--- src/rtl/fetch_unit.sv ---
// Instruction fetch unit: PC, IR and the imem request handshake with timeout.
// Optional macro FETCH_BRANCH_REL_EN selects PC-relative branch targets (default: absolute imm).
module fetch_unit #(
  parameter logic [7:0] RESET_PC     = 8'h00,
  parameter int         IMEM_TIMEOUT = 15
) (
  input  logic        clk,
  input  logic        rst,
  input  logic        fetch_req,
  input  logic        pcwrite,
  input  logic        pc_select,
  output logic        imem_req,
  output logic [7:0]  imem_addr,
  input  logic        imem_ack,
  input  logic [15:0] imem_rdata,
  output logic [7:0]  pc,
  output logic [2:0]  opcode,
  output logic [2:0]  mode_flag,
  output logic [2:0]  rd,
  output logic [2:0]  rs,
  output logic [7:0]  imm,
  output logic        fetch_busy,
  output logic        fetch_done,
  output logic        fetch_err
);

  typedef enum logic {IDLE = 1'b0, REQ = 1'b1} state_t;

  state_t      state_q, state_d;
  logic [7:0]  pc_q, pc_d;
  logic [7:0]  addr_q, addr_d;
  logic [7:0]  wait_q, wait_d;
  logic [7:0]  pend_tgt_q, pend_tgt_d;
  logic [15:0] ir_q, ir_d;
  logic        pend_q, pend_d;
  logic        done_q, done_d;
  logic        err_q, err_d;

  logic        redirect_s;
  logic        take_redirect_s;
  logic [7:0]  target_s;
  logic [7:0]  redirect_pc_s;

  assign redirect_s = pcwrite & pc_select;

`ifdef FETCH_BRANCH_REL_EN
  // Base is the already-incremented PC: pc_q in IDLE, pc_q+1 while a fetch is in flight.
  // Sign-extending an 8-bit imm to 8 bits is the identity, so a plain wrapping add suffices.
  logic [7:0] base_s;
  assign base_s   = (state_q == REQ) ? (pc_q + 8'd1) : pc_q;
  assign target_s = base_s + ir_q[7:0];
`else
  assign target_s = ir_q[7:0];
`endif

  // A redirect in the completing cycle wins over an older pending one.
  assign take_redirect_s = pend_q | redirect_s;
  assign redirect_pc_s   = redirect_s ? target_s : pend_tgt_q;

  always_comb begin
    state_d    = state_q;
    pc_d       = pc_q;
    addr_d     = addr_q;
    wait_d     = wait_q;
    pend_d     = pend_q;
    pend_tgt_d = pend_tgt_q;
    ir_d       = ir_q;
    done_d     = 1'b0;
    err_d      = err_q;
    case (state_q)
      IDLE: begin
        if (redirect_s) begin
          pc_d = target_s;
        end else begin
          pc_d = pc_q;
        end
        if (fetch_req) begin
          state_d = REQ;
          addr_d  = pc_q;
          wait_d  = 8'd0;
        end else begin
          state_d = IDLE;
        end
      end
      REQ: begin
        if (redirect_s) begin
          pend_d     = 1'b1;
          pend_tgt_d = target_s;
        end else begin
          pend_d     = pend_q;
        end
        if (imem_ack) begin
          ir_d    = imem_rdata;
          pc_d    = take_redirect_s ? redirect_pc_s : (pc_q + 8'd1);
          pend_d  = 1'b0;
          done_d  = 1'b1;
          state_d = IDLE;
        end else if (wait_q == 8'(IMEM_TIMEOUT - 1)) begin
          pc_d    = take_redirect_s ? redirect_pc_s : pc_q;
          pend_d  = 1'b0;
          err_d   = 1'b1;
          done_d  = 1'b1;
          state_d = IDLE;
        end else begin
          wait_d  = wait_q + 8'd1;
        end
      end
      default: begin
        state_d = IDLE;
      end
    endcase
  end

  always_ff @(posedge clk or posedge rst) begin
    if (rst) begin
      state_q    <= IDLE;
      pc_q       <= RESET_PC;
      addr_q     <= 8'h00;
      wait_q     <= 8'd0;
      pend_q     <= 1'b0;
      pend_tgt_q <= 8'h00;
      ir_q       <= 16'h0000;
      done_q     <= 1'b0;
      err_q      <= 1'b0;
    end else begin
      state_q    <= state_d;
      pc_q       <= pc_d;
      addr_q     <= addr_d;
      wait_q     <= wait_d;
      pend_q     <= pend_d;
      pend_tgt_q <= pend_tgt_d;
      ir_q       <= ir_d;
      done_q     <= done_d;
      err_q      <= err_d;
    end
  end

  assign imem_req   = (state_q == REQ);
  assign fetch_busy = (state_q == REQ);
  assign imem_addr  = addr_q;
  assign pc         = pc_q;
  assign fetch_done = done_q;
  assign fetch_err  = err_q;
  assign opcode     = ir_q[15:13];
  assign mode_flag  = ir_q[12:10];
  assign rd         = ir_q[12:10];
  assign rs         = ir_q[9:7];
  assign imm        = ir_q[7:0];

endmodule

--- config.mk ---
export PLATFORM = sky130hd
export DESIGN_NAME = fetch_unit
export DESIGN_NICKNAME = d
export VERILOG_FILES = /design/src/rtl/fetch_unit.sv
export SDC_FILE = /design/constraint.sdc
export NUM_CORES = 1
export LEC_CHECK = 0
export BUFFER_PORTS_ARGS = -buffer_cell sky130_fd_sc_hd__buf_2
export CAP_MARGIN = 5
export CORE_MARGIN = 2
export CORE_UTILIZATION = 47
export CTS_CLUSTER_DIAMETER = 60
export DETAILED_ROUTE_END_ITERATION = 16
export PLACE_DENSITY = 0.77
export SKIP_LAST_GASP = 1
export SLEW_MARGIN = 20
export SYNTH_ARGS = -nofsm -noshare
export SYNTH_HDL_FRONTEND = slang
export SYNTH_SLANG_ARGS = --single-unit
--- constraint.sdc ---
create_clock -name clk -period 2 [get_ports clk]
set_input_delay 0.2 -clock clk [delete_from_list [all_inputs] [get_ports clk]]
set_output_delay 0.2 -clock clk [all_outputs]
set_load 0.01 [all_outputs]
==> flow_metrics.env <==
export IMPL_swShare_pct=35.3
export IMPL_worstSetupPathType="reg -> reg"
export IMPL_rrSetupSlack_ns=0.15
export IMPL_die_x_um=76.0
export IMPL_finalMaxSlewViolations=0
export IMPL_drt_first_pass_iters=5
export IMPL_synthCells=224
export IMPL_rows=26
export IMPL_die_h_um=76.0
export IMPL_clock_root_buffer="clkbuf_8"
export IMPL_clk_pin_slew_ns=0.09
export IMPL_preCtsSetupSlack_ns=0.0772
export IMPL_grt_first_pass_wirelength_um=8280
export IMPL_fin_area_mm2=0.00291
export IMPL_rsz0062_at_grt="no"
export IMPL_yosysUniqueCellTypes=40
export IMPL_worst_pin_slew_ns=0.637
export IMPL_power_internal_mw=2.20
export IMPL_finalCriticalPeriod_ns=1.85
export IMPL_switchingPower_mw=1.20
export IMPL_worstSkewPairLatency_ns=0.30
export IMPL_timing_rr_start="wait_q[1]"
export IMPL_start_util_pct=48.3
export IMPL_io_buffers=61
export IMPL_synth_warnings=0
export IMPL_seq_area_frac_synth_pct=53.5
export IMPL_p_seq_share_pct=49.2
export IMPL_crit_arrival_ns=2.03
export IMPL_ys_ff_latch=52
export IMPL_multiInputGateArea_mm2=0.00102
export IMPL_fillCellCount=447
export IMPL_drive_gt1_share_pct=38.1
export IMPL_ios=62
export IMPL_crit_fanout=6
export IMPL_worst_hold_path_type="in -> async"
export IMPL_max_slew_margin_pct=57.5
export IMPL_grt_pass1_vias=1775
export IMPL_remaining_drc_errors=0
export IMPL_start_kind="register"
export IMPL_setup_worst_path_end_class="register"
export IMPL_wl_per_cell_um=13.4
export IMPL_synthFlopType="dfrtp_1"
export IMPL_fin_nets=314
export IMPL_place_congestion=0.794
export IMPL_clkSinkCount=52
export IMPL_setup_tns_ns=0
export IMPL_die_area_mm2=0.00577
export IMPL_cts_tree="built"
export IMPL_grt_max_degree=53
export IMPL_synth_nets=249
export IMPL_syn_cell_area_mm2=0.00243
export IMPL_syn_avg_cell_area_um2=10.9
export IMPL_dr_first_iter_drc_count=130
export IMPL_clkPwrFrac_pct=16.5
export IMPL_htree_levels=2
export IMPL_design_core_area_mm2=0.00504
export IMPL_comb_power_share_pct=34.3
export IMPL_reg2reg_to="pc[4]"
export IMPL_max_freq_ghz=0.541
export IMPL_seq_area_mm2=0.00130
export IMPL_vias_per_cell=5.28
export IMPL_ir_drop_mv=0.594
export IMPL_setup_ws_ns=0.151
export IMPL_numCtsBuffers=5
export IMPL_grt_use_total_pct=17.7
export IMPL_place_area_mm2=0.00283
export IMPL_clockBufferDepth=2
export IMPL_ctsHoldBuffers=0
export IMPL_pwr_density_cell_mw_per_mm2=1170
export IMPL_ant_nets=0
export IMPL_via_count=1897
export IMPL_dp_hpwl_um=3540
export IMPL_area_growth_pct=19.7
export IMPL_period_share_pct=92.4
export IMPL_grt_antenna_before_repair=0
export IMPL_grt_ovfl_total=0
export IMPL_finalHoldViolCount=0
export IMPL_cap_violations=0
export IMPL_timing_clock_skew_ns=0.00759
export IMPL_diodes=0
export IMPL_async_flop_share_pct=100
export IMPL_synth_edf_count=0
export IMPL_cp_required_ns=2.18
export IMPL_finalWirelength_um=4810
export IMPL_reg2regPathDepth=5
export IMPL_p_leak_nw=1.42
export IMPL_status="completed"
export IMPL_setup_viol=0
==> kinds of logic (layout without fill, tap and decap cells) <==
kind of cell	after synthesis	in the layout	synth area share [%]
simple gates	72	72	14.3
flops	52	52	53.5
compound gates	42	42	11.5
mux	27	27	12.4
buf+inv	22	87	4.52
xor+xnor	6	6	2.16
fa+ha+maj	3	3	1.54
==> worst max-delay path, cell delays in order (launching register included) <==
cell	delay, ns
dfrtp_2	0.42
ha_1	0.15
or4b_4	0.48
o21ai_2	0.18
and2_4	0.19
mux2_1	0.32
==> flip-flops by register name, summed over array words and instances, names as in the netlist <==
signal and cells:
fetch_err 1, pend_q 1, pend_tgt_q 8, fetch_busy 1, imem_addr 8, wait_q 8
ir_q 16, fetch_done 1, pc 8
==> through the flow <==
| stage | hold slack (ns) | utilization, % | power (mW) | cells |
|---|---|---|---|---|
| CTS | 0.0830 | 57.7 | 3.43 | 359 |
| detailed placement | 0.415 | 56.2 | 2.87 | 352 |
| finish | 0.0542 | 57.8 | 3.41 | 359 |
| global route | 0.115 | 57.8 | 3.65 | 359 |
| global placement | 0.404 | 56.2 | 2.82 | 352 |
| floorplan | 0.351 | - | 2.41 | 224 |
==> power by group through the flow <==
stage          Sequential, mW  Combinational [mW]  Clock [mW]
2_1_floorplan            1.72               0.688           0
3_3_place_gp             1.68                1.14           0
3_5_place_dp             1.69                1.17           0
4_1_cts                  1.67                1.18       0.574
5_1_grt                  1.74                1.29       0.620
6_report                 1.68                1.17       0.561
==> cells in the final DEF, fill, tap and decap left out, drive strengths merged, types with 2 or more instances in the layout <==
master | netlist | layout
o211ai | 5 | 5
clkbuf | 5 | 6
nand3 | 4 | 4
buf | 10 | 73
and3 | 4 | 4
dfrtp | 52 | 52
o21ai | 9 | 9
inv | 7 | 7
nor3 | 2 | 2
and2 | 2 | 2
nand2 | 33 | 33
a21o | 2 | 2
nand4 | 6 | 6
nor2 | 10 | 10
ha | 3 | 3
o2111ai | 2 | 2
nor2b | 3 | 3
a31oi | 7 | 7
a21oi | 7 | 7
nand2b | 3 | 3
mux2 | 26 | 26
xor2 | 5 | 5
o31ai | 2 | 2
a211o | 3 | 3
==> how the worst max path moves through the flow <==
stage               slack [ns]  depth (start not counted)      start  endpoint
finish                    0.15                          5  wait_q[1]     pc[4]
floorplan                 0.05                          7  wait_q[0]     pc[1]
CTS                       0.04                          5  wait_q[1]     pc[4]
global route              0.05                          6  wait_q[0]     pc[1]
detailed placement        0.08                          5  wait_q[1]     pc[4]
global placement          0.15                          5  wait_q[1]     pc[1]
==> final cells by class <==
cell class,count,share of cell area [%]
clock buffer,6,2.49
clock inverter,1,0.172
inverter,7,0.902
multi-input combinational,150,35.2
sequential,52,44.7
tap,70,3.01
timing repair buffer,73,13.6
==> synth_stat cells, types with 3 or more instances <==
cell,count,area share [%]
nand2b_1,3,0.77
inv_1,7,1.1
clkbuf_1,5,0.77
mux2_2,24,11
nor2_1,10,1.5
nand4_1,6,1.5
nand2_1,33,5.1
a21oi_1,7,1.4
o211ai_1,5,1.5
ha_1,3,1.5
dfrtp_1,52,53
buf_2,4,0.82
buf_4,6,1.9
o21ai_0,7,1.4
a31oi_1,7,1.8
nand3_1,4,0.82
xor2_1,5,1.8
a211o_1,3,1.1
and3_1,4,1.0
nor2b_1,3,0.77
==> repair_timing <==
item	CTS	global route
gates resized for setup	0	2
endpoints found under the setup margin	0	2
setup buffers	0	0
==> layer usage <==
layer,global-route usage (%),share of wire [%],vias up
li1,-,-,918
met1,24.0,47,905
met2,27.2,45,62
met3,4.88,6.3,12
met4,6.91,1.8,0
met5,0,0,-
Power figures use the tool's default switching activity.
